### src/rtl/regfile_pkg.sv
// rtl/regfile_pkg.sv - shared types for the register-file writeback scheduler
package regfile_pkg;
  localparam int NUM_REGS = 32;

  typedef logic [4:0]  reg_addr_t;
  typedef logic [31:0] xlen_t;

  typedef struct packed {
    reg_addr_t rd;
    xlen_t     data;
  } wb_req_t;
endpackage

### src/rtl/wb_skid_fifo.sv
// rtl/wb_skid_fifo.sv - 2-entry FIFO buffering LSU writeback returns
// A push into a full FIFO is refused even when a pop happens in the same cycle.
module wb_skid_fifo
  import regfile_pkg::*;
(
  input  logic    clk_i,
  input  logic    rst_ni,
  input  logic    push_valid,
  output logic    push_ready,
  input  wb_req_t push_data,
  output logic    pop_valid,
  input  logic    pop_ready,
  output wb_req_t pop_data
);
  wb_req_t    mem0, mem1;
  logic       rd_ptr, wr_ptr;
  logic [1:0] count;
  logic       push_fire, pop_fire;

  assign push_ready = (count != 2'd2);
  assign pop_valid  = (count != 2'd0);
  assign pop_data   = rd_ptr ? mem1 : mem0;
  assign push_fire  = push_valid && push_ready;
  assign pop_fire   = pop_valid && pop_ready;

  always_ff @(posedge clk_i or negedge rst_ni) begin
    if (!rst_ni) begin
      mem0   <= '0;
      mem1   <= '0;
      rd_ptr <= 1'b0;
      wr_ptr <= 1'b0;
      count  <= 2'd0;
    end else begin
      if (push_fire) begin
        if (wr_ptr) mem1 <= push_data;
        else        mem0 <= push_data;
        wr_ptr <= ~wr_ptr;
      end
      if (pop_fire) rd_ptr <= ~rd_ptr;
      count <= count + {1'b0, push_fire} - {1'b0, pop_fire};
    end
  end
endmodule

### src/rtl/regfile_wb_sched.sv
// rtl/regfile_wb_sched.sv - ALU/LSU writeback arbiter and long-latency scoreboard
// Optional REGFILE_WB_BYPASS_EN: releases hazards on the register being written back this cycle.
module regfile_wb_sched
  import regfile_pkg::*;
#(
  parameter int MAX_OUT      = 4,
  parameter int STARVE_LIMIT = 8
) (
  input  logic      clk_i,
  input  logic      rst_ni,
  input  logic      issue_valid_i,
  input  reg_addr_t issue_rs1_i,
  input  reg_addr_t issue_rs2_i,
  input  reg_addr_t issue_rd_i,
  input  logic      issue_long_i,
  output logic      issue_stall_o,
  input  logic      alu_we_i,
  input  reg_addr_t alu_rd_i,
  input  xlen_t     alu_data_i,
  input  logic      lsu_valid_i,
  output logic      lsu_ready_o,
  input  reg_addr_t lsu_rd_i,
  input  xlen_t     lsu_data_i,
  output reg_addr_t rd_addr,
  output xlen_t     rd_data,
  output logic      rd_wren
`ifdef REGFILE_WB_BYPASS_EN
  ,
  output xlen_t     bypass_data_o,
  output logic      bypass_hit_rs1_o,
  output logic      bypass_hit_rs2_o
`endif
);
  localparam int CW = $clog2(MAX_OUT + 1);

  logic [NUM_REGS-1:0] pending, pend_eff;
  logic [CW-1:0]       out_cnt;
  logic [7:0]          starve_cnt;
  logic                clr_valid;
  reg_addr_t           clr_rd;
  wb_req_t             fifo_head, lsu_req;
  logic                fifo_valid, pop;
  logic                hazard, out_full, starved, issue_fire, long_fire;

  assign lsu_req.rd   = lsu_rd_i;
  assign lsu_req.data = lsu_data_i;

  wb_skid_fifo u_fifo (
    .clk_i      (clk_i),
    .rst_ni     (rst_ni),
    .push_valid (lsu_valid_i),
    .push_ready (lsu_ready_o),
    .push_data  (lsu_req),
    .pop_valid  (fifo_valid),
    .pop_ready  (!alu_we_i),
    .pop_data   (fifo_head)
  );

  assign pop = fifo_valid && !alu_we_i;

  // clr_* marks an LSU entry sitting on the write port; its pending bit drops at the end of that cycle
  always_comb begin
    pend_eff = pending;
`ifdef REGFILE_WB_BYPASS_EN
    if (clr_valid) pend_eff[clr_rd] = 1'b0;
`endif
    hazard   = pend_eff[issue_rs1_i] || pend_eff[issue_rs2_i] ||
               ((issue_rd_i != 5'd0) && pend_eff[issue_rd_i]);
    out_full = issue_long_i && (out_cnt == CW'(MAX_OUT));
    starved  = (starve_cnt >= 8'(STARVE_LIMIT));
    issue_stall_o = issue_valid_i && (hazard || out_full || starved);
  end

  assign issue_fire = issue_valid_i && !issue_stall_o;
  assign long_fire  = issue_fire && issue_long_i;

`ifdef REGFILE_WB_BYPASS_EN
  assign bypass_data_o    = rd_data;
  assign bypass_hit_rs1_o = clr_valid && (clr_rd == issue_rs1_i) && (issue_rs1_i != 5'd0);
  assign bypass_hit_rs2_o = clr_valid && (clr_rd == issue_rs2_i) && (issue_rs2_i != 5'd0);
`endif

  always_ff @(posedge clk_i or negedge rst_ni) begin
    if (!rst_ni) begin
      pending    <= '0;
      out_cnt    <= '0;
      starve_cnt <= '0;
      clr_valid  <= 1'b0;
      clr_rd     <= '0;
    end else begin
      // a new long issue to the register being cleared must win
      if (clr_valid) pending[clr_rd] <= 1'b0;
      if (long_fire && (issue_rd_i != 5'd0)) pending[issue_rd_i] <= 1'b1;

      if (long_fire && !pop)                         out_cnt <= out_cnt + CW'(1);
      else if (!long_fire && pop && (out_cnt != '0)) out_cnt <= out_cnt - CW'(1);

      if (fifo_valid && alu_we_i) begin
        if (starve_cnt != 8'hFF) starve_cnt <= starve_cnt + 8'd1;
      end else begin
        starve_cnt <= '0;
      end

      clr_valid <= pop;
      clr_rd    <= fifo_head.rd;
    end
  end

  // x0 writes are granted but never enabled: the register file does not clear x0
  always_ff @(posedge clk_i or negedge rst_ni) begin
    if (!rst_ni) begin
      rd_wren <= 1'b0;
      rd_addr <= '0;
      rd_data <= '0;
    end else begin
      rd_wren <= (alu_we_i && (alu_rd_i != 5'd0)) || (pop && (fifo_head.rd != 5'd0));
      if (alu_we_i) begin
        rd_addr <= alu_rd_i;
        rd_data <= alu_data_i;
      end else if (pop) begin
        rd_addr <= fifo_head.rd;
        rd_data <= fifo_head.data;
      end
    end
  end
endmodule

### config.mk
export PLATFORM = sky130hd
export DESIGN_NAME = regfile_wb_sched
export DESIGN_NICKNAME = d
export VERILOG_FILES = /design/src/rtl/regfile_pkg.sv /design/src/rtl/wb_skid_fifo.sv /design/src/rtl/regfile_wb_sched.sv
export SDC_FILE = /design/constraint.sdc
export NUM_CORES = 1
export LEC_CHECK = 0
export CAP_MARGIN = 10
export CORE_ASPECT_RATIO = 1.1
export CORE_MARGIN = 2
export CORE_UTILIZATION = 41
export CTS_CLUSTER_SIZE = 14
export DETAILED_ROUTE_END_ITERATION = 8
export SKIP_LAST_GASP = 1
export SYNTH_ARGS = -nofsm -noshare
export SYNTH_HDL_FRONTEND = slang
export SYNTH_HIERARCHICAL = 1
export SYNTH_SLANG_ARGS = --single-unit
### constraint.sdc
create_clock -name clk_i -period 5 [get_ports clk_i]
set_input_delay 0.75 -clock clk_i [delete_from_list [all_inputs] [get_ports clk_i]]
set_output_delay 0.75 -clock clk_i [all_outputs]
set_load 0.03 [all_outputs]
==> results of run 1 <==
## metal layers
layer  routed length [um]  GRT usage [%]  vias up
met5                   11              0        -
met4                  567           6.90        2
met3                 1200           5.05       48
met2                10400           34.2      195
met1                 9500           25.9     3031
li1                     -              -     2787
## cells by family (layout without fill, tap and decap cells)
| family | after synthesis | in the layout | share of synthesized area (%) |
|---|---|---|---|
| muxes | 197 | 197 | 28.3 |
| buffers and inverters | 44 | 188 | 3.49 |
| adders and majority gates | 5 | 5 | 0.827 |
| DFF | 165 | 165 | 48.7 |
| xor gates and xnor gates | 8 | 8 | 0.827 |
| and+or+nand+nor | 127 | 127 | 7.71 |
| AOI/OAI and AO/OA | 145 | 145 | 10.1 |
## worst max-delay path, cell delays in order
cell,delay [ns]
clkdlybuf4s50_1,0.70
mux2_2,0.38
o311ai_0,0.45
o311ai_0,0.43
nor3_1,0.34
a21boi_0,0.14
clkdlybuf4s50_1,0.61
## flip-flops by register name, summed over array words and instances, names as in the netlist
register	flops
pend_eff	32
starve_cnt	8
clr_valid	1
u_fifo/wr_ptr	1
u_fifo/count	2
out_cnt	3
rd_addr	5
u_fifo/mem0	37
rd_wren	1
clr_rd	5
rd_data	32
u_fifo/rd_ptr	1
u_fifo/mem1	37
## power by group through the flow
stage                     logic [W]  clock network, W  registers [W]
after global placement      0.00267                 0        0.00244
after floorplan             0.00183                 0        0.00252
final                       0.00270           0.00126        0.00246
after CTS                   0.00273           0.00129        0.00245
after detailed placement    0.00273                 0        0.00246
after global routing        0.00293           0.00135        0.00253
## layout by cell type, fill, tap and decap left out, drive strengths merged, types with 4 or more instances in the layout
cell	instances
a211oi	5
a22oi	7
a311oi	5
a31oi	5
buf	15
clkbuf	18
clkdlybuf4s50	132
clkinv	5
dfrtp	165
ha	4
inv	14
mux2	114
mux2i	79
mux4	4
nand2	52
nand3	14
nand3b	12
nor2	17
nor2b	5
nor3	4
o21ai	105
o22ai	5
or3b	5
or4	4
xnor2	6
## synthesized netlist by cell type (all sizes together) (2+ instances only)
master,number
nor3,4
nand2b,2
nor2,17
nor3b,2
mux4,4
clkbuf,20
nor2b,5
a22oi,7
inv,8
or3,2
dfrtp,165
o211ai,2
xor2,2
and3,3
xnor2,6
o22ai,5
or3b,5
a211oi,5
mux2i,79
mux2,114
nand3b,12
ha,4
buf,15
o21ai,105
a31oi,5
a311oi,5
nand3,14
o311ai,3
or4,4
nand2,52
## area by class of cell
type	instances	area, um2
repair buffers	147	1440
inverters	9	33.8
clock inverters	14	141
flip-flops and latches	165	4130
multi-input cells	482	4050
fillers	1783	9900
well taps	256	320
clock buffers	18	429
## through the flow
step / utilization (%) / total power [W] / setup slack (ns) / std cells / cell area (um2)
after detailed placement: 48.8 / 0.00518 / 0.446 / 1059 / 9970
after CTS: 51.6 / 0.00648 / 0.528 / 1091 / 10500
after floorplan: - / 0.00435 / 1.06 / 691 / 8470
final: 51.6 / 0.00643 / 0.448 / 1091 / 10500
after global routing: 51.6 / 0.00681 / 0.285 / 1091 / 10500
after global placement: 48.8 / 0.00511 / 0.567 / 1059 / 9970
## final timing paths
kind                                      from               to  slack, ns  cells after the start
min in group clk_i               u_fifo/wr_ptr    u_fifo/wr_ptr       0.49                      1
worst max-delay path            issue_rs2_i[1]    issue_stall_o       0.45                      7
worst min-delay path                    rst_ni  u_fifo/mem0[17]       0.40                      1
worst max register to register   starve_cnt[7]       out_cnt[2]       1.33                      9
max in group asynchronous               rst_ni        clr_rd[1]       3.51                      2
worst min register to register   u_fifo/wr_ptr    u_fifo/wr_ptr       0.49                      1
==> impl_metrics.toml, run 1 <==
[run_status]
outcome = "finished clean"

[clock_tree]
numCtsBuffers = 17
cts_root_buf = "clkbuf_16"
cts_resized = 0
insertion_delay_ns = 0.42
clock-sinks = 165
cts_tree = "built"
clkTransAtPathRegs_ns = 0.07
htree_levels = 4
cts_setup_buffers = 0
holdBufCountCts = 0
cts_buffer_depth = 2

[synthesis]
synth_cells = 691
yosys_warnings = 6
syn_area_mm2 = 0.00847
synth_cell_types = 52
synth-main-ff-cell = "dfrtp_1"
synth_edf_count = 0
ys_seq_area_share_pct = 48.7
yosys.area.top_type_share_pct = 48.7
synth_top_cell_by_area = "dfrtp_1"
syn_nets = 791
synth-async-reset-ratio_pct = 100
synth_area_leaders = "dfrtp_1, mux2_4, mux2i_1"
synth_seq_cells = 165
syn_avg_cell_area_um2 = 12.3

[global_routing]
antenna_found_initial = 1
grt_pass1_wl_um = 34900
grt_max_degree = 107
grtUsageTotal_pct = 20.4
grt_pass1_vias = 6488
grt_overflow = 0

[power]
p_switching_w = 0.00231
p_int_w = 0.00412
seq_power_share_pct = 38.3
ir_drop_uv = 296
p_leak_nw = 4.56
switching_share_pct = 35.9
clkPwrFrac_pct = 19.6
power_density_mw_per_mm2 = 610
combPwrFrac_pct = 42.0

[sta]
fin_crit_ns = 4.55
setup_violations = 0
hold_ws_ns = 0.404
fin_crit_sh_pct = 91.0
fmax_mhz = 220
slew_headroom_pct = 33.5
clock-skew-final_ns = 0.00901
worstMarginPinSlew_ns = 0.998
maxSlewViolCount = 0
rsz0062_at_grt = "false"
finalSetupTns_ns = 0
hold_viol_final = 0

[placement]
hpwl_um = 15200
portBuffers = 134
place.gp.congestion = 0.881

[worst_hold_path]
hold_class = "in2async"

[route]
antenna_left = 0
wire_per_inst_um = 19.8
vias_per_cell = 5.56
remaining_drc_errors = 0
via_count = 6063
routed_wirelength_um = 21600
drt_iter0_markers = 397
firstDrtPassIters = 4

[die]
io_pins = 135
die_width_um = 141
core_area_mm2 = 0.0204
design.die.area_mm2 = 0.0218
initial_core_util_pct = 41.4
dieHeight_um = 155
row_count = 55

[cells_and_area]
antenna_cells = 0
nets = 922
synthToLayoutAreaGrowth_pct = 24.4
drive_gt1_share_pct = 21.6

[critical_path]
cp.required_ns = 4.25
crit_fanout = 7
cp-end-kind = "output port"
critPathLaunchType = "input port"
critPathKind = "in2out"
worstPathArrival_ns = 3.80

[run]
max_cap_violations = 0
(Power assumes the default switching activity.)
==> run 2, diff against run 1 <==
Settings changed: SYNTH_HIERARCHICAL 1 to default.
Clock period 5 ns to 5.5 ns, I/O delays scaled along.
==> run 2 against run 1 <==
Compared with the run above:
- synthesized cell count increased by 5.8%
- highest routed layer is now met4
- worst setup slack improved by 0.33 ns
- flip-flop and latch count unchanged
- cell count increased by 2.1%
- critical endpoint unchanged
- die area decreased by 4.8%
- clock power decreased by 6%
- clock skew increased by 0.0014 ns
- combinational power decreased by 17%
- worst hold slack got worse by 0.13 ns
- largest power group unchanged
- largest cell class unchanged
==> impl_metrics.toml, run 2 <==
[cells_and_area]
nets = 954
n_fill_cell = 1680
fin_area_mm2 = 0.0102
antenna_cells = 0
largest_registers = "u_fifo.mem0: 37 flops, u_fifo.mem1: 37 flops"
synthToLayoutAreaGrowth_pct = 26.9
final_common_cell = "dfrtp_1"
drive_gt1_share_pct = 16.5
final_cell_mix = "dfrtp_1, clkdlybuf4s50_1, o21ai_0"

[global_routing]
grt_overflow = 0
grtUsageTotal_pct = 21.2
grt_max_degree = 78
antenna_found_initial = 0
grt_pass1_vias = 6453
grt_pass1_wl_um = 33700

[synthesis]
syn_nets = 831
synth-main-ff-cell = "dfrtp_1"
synth_area_leaders = "dfrtp_1, mux2_2, mux2i_1"
synth_cell_types = 49
synth_top_cell_by_area = "dfrtp_1"
ys_seq_area_share_pct = 51.3
syn_avg_cell_area_um2 = 11.0
yosys.area.top_type_share_pct = 51.3
syn_area_mm2 = 0.00805
synth_common_cells = "dfrtp_1, o21ai_0, mux2_2"
synth_edf_count = 0
synth_cells = 731
synthMostInstantiatedCell = "dfrtp_1"
yosys_warnings = 0
synth_seq_cells = 165
synth-async-reset-ratio_pct = 100

[route]
firstDrtPassIters = 4
antenna_left = 0
vias_per_cell = 5.52
wire_per_inst_um = 18.6
remaining_drc_errors = 0
via_count = 6149
routed_wirelength_um = 20700
drt_iter0_markers = 224

[clock_tree]
cts_resized = 0
clock-sinks = 165
cts_setup_buffers = 0
cts_tree = "built"
numCtsBuffers = 17
insertion_delay_ns = 0.43
cts_buffer_depth = 2
htree_levels = 4
clkTransAtPathRegs_ns = 0.07
holdBufCountCts = 0
cts_root_buf = "clkbuf_16"

[critical_path]
crit_chain = "clkdlybuf4s50_1 > mux4_2 > a32o_1 > a222oi_1 > o211ai_1 > a211oi_1 > a21boi_0 > clkdlybuf4s50_1"
worstPathArrival_ns = 3.90
cp.required_ns = 4.68
crit_fanout = 13
crit_top_cell = "clkdlybuf4s50_1"
cp-end-kind = "output port"
critPathKind = "in2out"
max_stage_delay_ns = 0.76
slowest_stage = "clkdlybuf4s50_1"
critPathLaunchType = "input port"

[placement]
dpl_cell_area_mm2 = 0.00963
portBuffers = 134
hpwl_um = 14800
place.gp.congestion = 0.977

[sta]
finalSetupTns_ns = 0
setup_violations = 0
fin_crit_ns = 4.73
rsz0062_at_grt = "false"
hold_viol_final = 0
slew_headroom_pct = 30.7
clock-skew-final_ns = 0.0104
maxSlewViolCount = 0
fmax_mhz = 212
fin_crit_sh_pct = 85.9
worstMarginPinSlew_ns = 1.04

[die]
io_pins = 135
initial_core_util_pct = 42.0
core_area_mm2 = 0.0192
row_count = 53
die_width_um = 138
design.die.area_mm2 = 0.0208
dieHeight_um = 151

[power]
ir_drop_uv = 264
finalPower_w = 0.00567
power_density_mw_per_mm2 = 555
p_leak_nw = 4.25

[worst_hold_path]
hold_class = "in2async"

[run_status]
outcome = "finished clean"

[run]
max_cap_violations = 0
==> run 2: cell count changes after synthesis, moves of 9 or more <==
cell      previous run  this run
mux2_4              61         0
nor2_1              17        56
a21oi_1              1        35
mux2_2              53        75
mux2i_1             79        65
clkbuf_1            20        30
mux4_2               4        14
nand2b_1             1        10
==> run 2: final timing paths <==
kind | from | end | slack (ns) | cells after the start
hold reg to reg | u_fifo.mem0[3] | u_fifo.mem0[3] | 0.50 | 1
hold / removal | rst_ni | u_fifo.mem1[22] | 0.27 | 1
setup / recovery | issue_rd_i[3] | issue_stall_o | 0.77 | 8
max in group asynchronous | rst_ni | rd_data[3] | 4.03 | 2
setup reg to reg | pend_eff[18] | out_cnt[2] | 2.00 | 9
min in group clk_i | u_fifo.mem0[3] | u_fifo.mem0[3] | 0.50 | 1
==> run 2: logic make-up (layout without fill, tap and decap cells) <==
logic type / count (synthesis) / count (layout) / share of synthesized area, %
xor gates and xnor gates: 8 / 8 / 0.870
and+or+nand+nor: 175 / 175 / 10.1
buffers and inverters: 53 / 189 / 2.63
AOI/OAI and AO/OA: 171 / 171 / 11.8
muxes: 154 / 154 / 22.5
adders and majority gates: 5 / 5 / 0.870
DFF: 165 / 165 / 51.3
==> run 2: area by class of cell <==
| cell class | instances | area, um2 | area share, % |
|---|---|---|---|
| Clock inverter | 13 | 138 | 1.35 |
| Inverter | 14 | 52.6 | 0.514 |
| Timing Repair Buffer | 143 | 1410 | 13.8 |
| Clock buffer | 19 | 453 | 4.43 |
| Sequential cell | 165 | 4130 | 40.4 |
| Tap cell | 247 | 309 | 3.03 |
| Multi-Input combinational cell | 513 | 3730 | 36.5 |
==> run 2: metrics by stage <==
stage               utilization (%)  hold slack, ns  cells  worst slack, ns
floorplan                         -           0.468    731             1.45
global placement               50.2           0.485   1082            0.825
detailed placement             50.2           0.494   1082            0.789
CTS                            53.3           0.272   1114            0.772
global route                   53.3           0.275   1114            0.601
finish                         53.3           0.271   1114            0.775
==> run 2: routing by layer <==
metal	up-vias	track usage, %	part of all wire (%)
met5	-	0	0
met4	0	8.56	2.9
met3	49	6.43	5.6
met2	181	35.0	50
met1	3048	25.8	41
li1	2871	-	-
==> run 2: critical path: cells and delay by family <==
kind	cells	cell delay, ns
buffers and inverters	2	1.37
AO/OA/AOI/OAI	5	1.32
multiplexers	1	0.38
==> run 2: power breakdown <==
part	internal, W	switching, W	leakage [nW]	total, W
Combinational	0.00109	0.00116	2.01	0.00225
Sequential	0.00178	0.000457	1.95	0.00223
Clock	0.000662	0.000518	0.285	0.00118
Total	0.00353	0.00214	4.25	0.00567
==> run 3, diff against run 2 <==
Clock period 5.5 ns to 4.4 ns, I/O delays scaled along.
==> run 3 against run 2 <==
Compared with the run above:
- worst setup slack worse by 0.43 ns
- critical path depth stayed put
- sequential power is 26% higher
- core utilization is 0.59 points higher
- die area stayed put
- non-clock buffer count is 10 higher
- power is 26% higher
- register-to-register slack worse by 1.1 ns
- global-route usage is 0.28 points lower
- largest cell class unchanged
==> impl_metrics.toml, run 3 (synthesis results as in run 2) <==
[clock_tree]
holdBufCountCts = 0
numCtsBuffers = 17
clock-sinks = 165
htree_levels = 4
cts_buffer_depth = 2
insertion_delay_ns = 0.41
cts_tree = "built"
cts_resized = 0
cts_setup_buffers = 0
clkTransAtPathRegs_ns = 0.07
cts_root_buf = "clkbuf_16"

[route]
wire_per_inst_um = 18.3
drt_iter0_markers = 349
via_count = 6133
remaining_drc_errors = 0
vias_per_cell = 5.46
antenna_left = 0
routed_wirelength_um = 20600
firstDrtPassIters = 4

[placement]
hpwl_um = 14900
dp_slack_ns = 0.0108
portBuffers = 134
place.gp.congestion = 0.859

[power]
finalPower_w = 0.00715
ir_drop_uv = 310
power_density_mw_per_mm2 = 692
p_leak_nw = 4.33

[critical_path]
critPathLaunchType = "input port"
cp.required_ns = 3.74
cp-end-kind = "output port"
crit_fanout = 4
worstPathArrival_ns = 3.39
critPathKind = "in2out"

[run]
max_cap_violations = 0

[cells_and_area]
nets = 964
synthToLayoutAreaGrowth_pct = 28.3
final_cell_mix = "dfrtp_1, clkdlybuf4s50_1, o21ai_0"
final_common_cell = "dfrtp_1"
drive_gt1_share_pct = 17.4
antenna_cells = 0
largest_registers = "u_fifo.mem0: 37 flops, u_fifo.mem1: 37 flops"

[worst_hold_path]
hold_class = "in2async"

[die]
dieHeight_um = 151
die_width_um = 138
row_count = 53
io_pins = 135
design.die.area_mm2 = 0.0208
initial_core_util_pct = 42.0
core_area_mm2 = 0.0192

[run_status]
outcome = "finished clean"

[global_routing]
grt_pass1_vias = 6414
grt_overflow = 0
grt_pass1_wl_um = 33500
grtUsageTotal_pct = 20.9
antenna_found_initial = 0
grt_max_degree = 98

[sta]
fin_crit_ns = 4.05
fin_ws_ns = 0.347
worstMarginPinSlew_ns = 1.04
finalSetupTns_ns = 0
hold_viol_final = 0
fin_crit_sh_pct = 92.1
fmax_mhz = 247
maxSlewViolCount = 0
rsz0062_at_grt = "false"
setup_violations = 0
clock-skew-final_ns = 0.00694
slew_headroom_pct = 30.3
[run 3: path summary, 6_finish.rpt]
| kind | start | endpoint | depth (start not counted) | slack, ns |
|---|---|---|---|---|
| min in group clk_i | u_fifo.mem0[34] | u_fifo.mem0[34] | 1 | 0.50 |
| hold reg to reg | u_fifo.mem0[34] | u_fifo.mem0[34] | 1 | 0.50 |
| hold / removal | rst_ni | u_fifo.mem1[21] | 1 | 0.31 |
| max in group asynchronous | rst_ni | u_fifo.mem0[34] | 2 | 3.17 |
| setup / recovery | issue_rd_i[0] | issue_stall_o | 8 | 0.35 |
| setup reg to reg | pend_eff[18] | out_cnt[2] | 9 | 0.89 |
[run 3: power by group]
group	total (W)	leakage (nW)	internal (W)	switching, W
clock	0.00154	0.295	0.000916	0.000621
combinational	0.00279	2.08	0.00138	0.00141
sequential	0.00282	1.95	0.00222	0.000599
[run 3: per-layer routing]
metal	part of all wire [%]	global-route usage, %	up-vias
met5	0	0	-
met4	1.9	6.60	0
met3	5.6	5.56	31
met2	51	35.7	163
met1	42	25.8	3055
li1	-	-	2884
[run 3: final cells by class]
cell class / instances / area, um2
sequential: 165 / 4130
timing repair buffer: 153 / 1500
tap: 247 / 309
multi-input combinational: 513 / 3730
clock inverter: 13 / 174
fill: 1694 / 8840
inverter: 14 / 52.6
clock buffer: 18 / 439
[run 3: worst max-delay path, cell delays in order]
cell and delay (ns):
clkdlybuf4s50_1 0.59, mux4_2 0.54, a32o_1 0.28, a222oi_1 0.27
o211ai_1 0.29, a211oi_1 0.39, a21boi_0 0.13, dlymetal6s2s_1 0.25
[run 3: through the flow]
| step | util, % | cell area (um2) | hold slack, ns | cells |
|---|---|---|---|---|
| 2_1_floorplan | - | 8050 | 0.364 | 731 |
| 3_3_place_gp | 50.7 | 9710 | 0.485 | 1092 |
| 3_5_place_dp | 50.7 | 9710 | 0.492 | 1092 |
| 4_1_cts | 53.9 | 10300 | 0.359 | 1123 |
| 5_1_grt | 53.9 | 10300 | 0.373 | 1123 |
| 6_report | 53.9 | 10300 | 0.306 | 1123 |
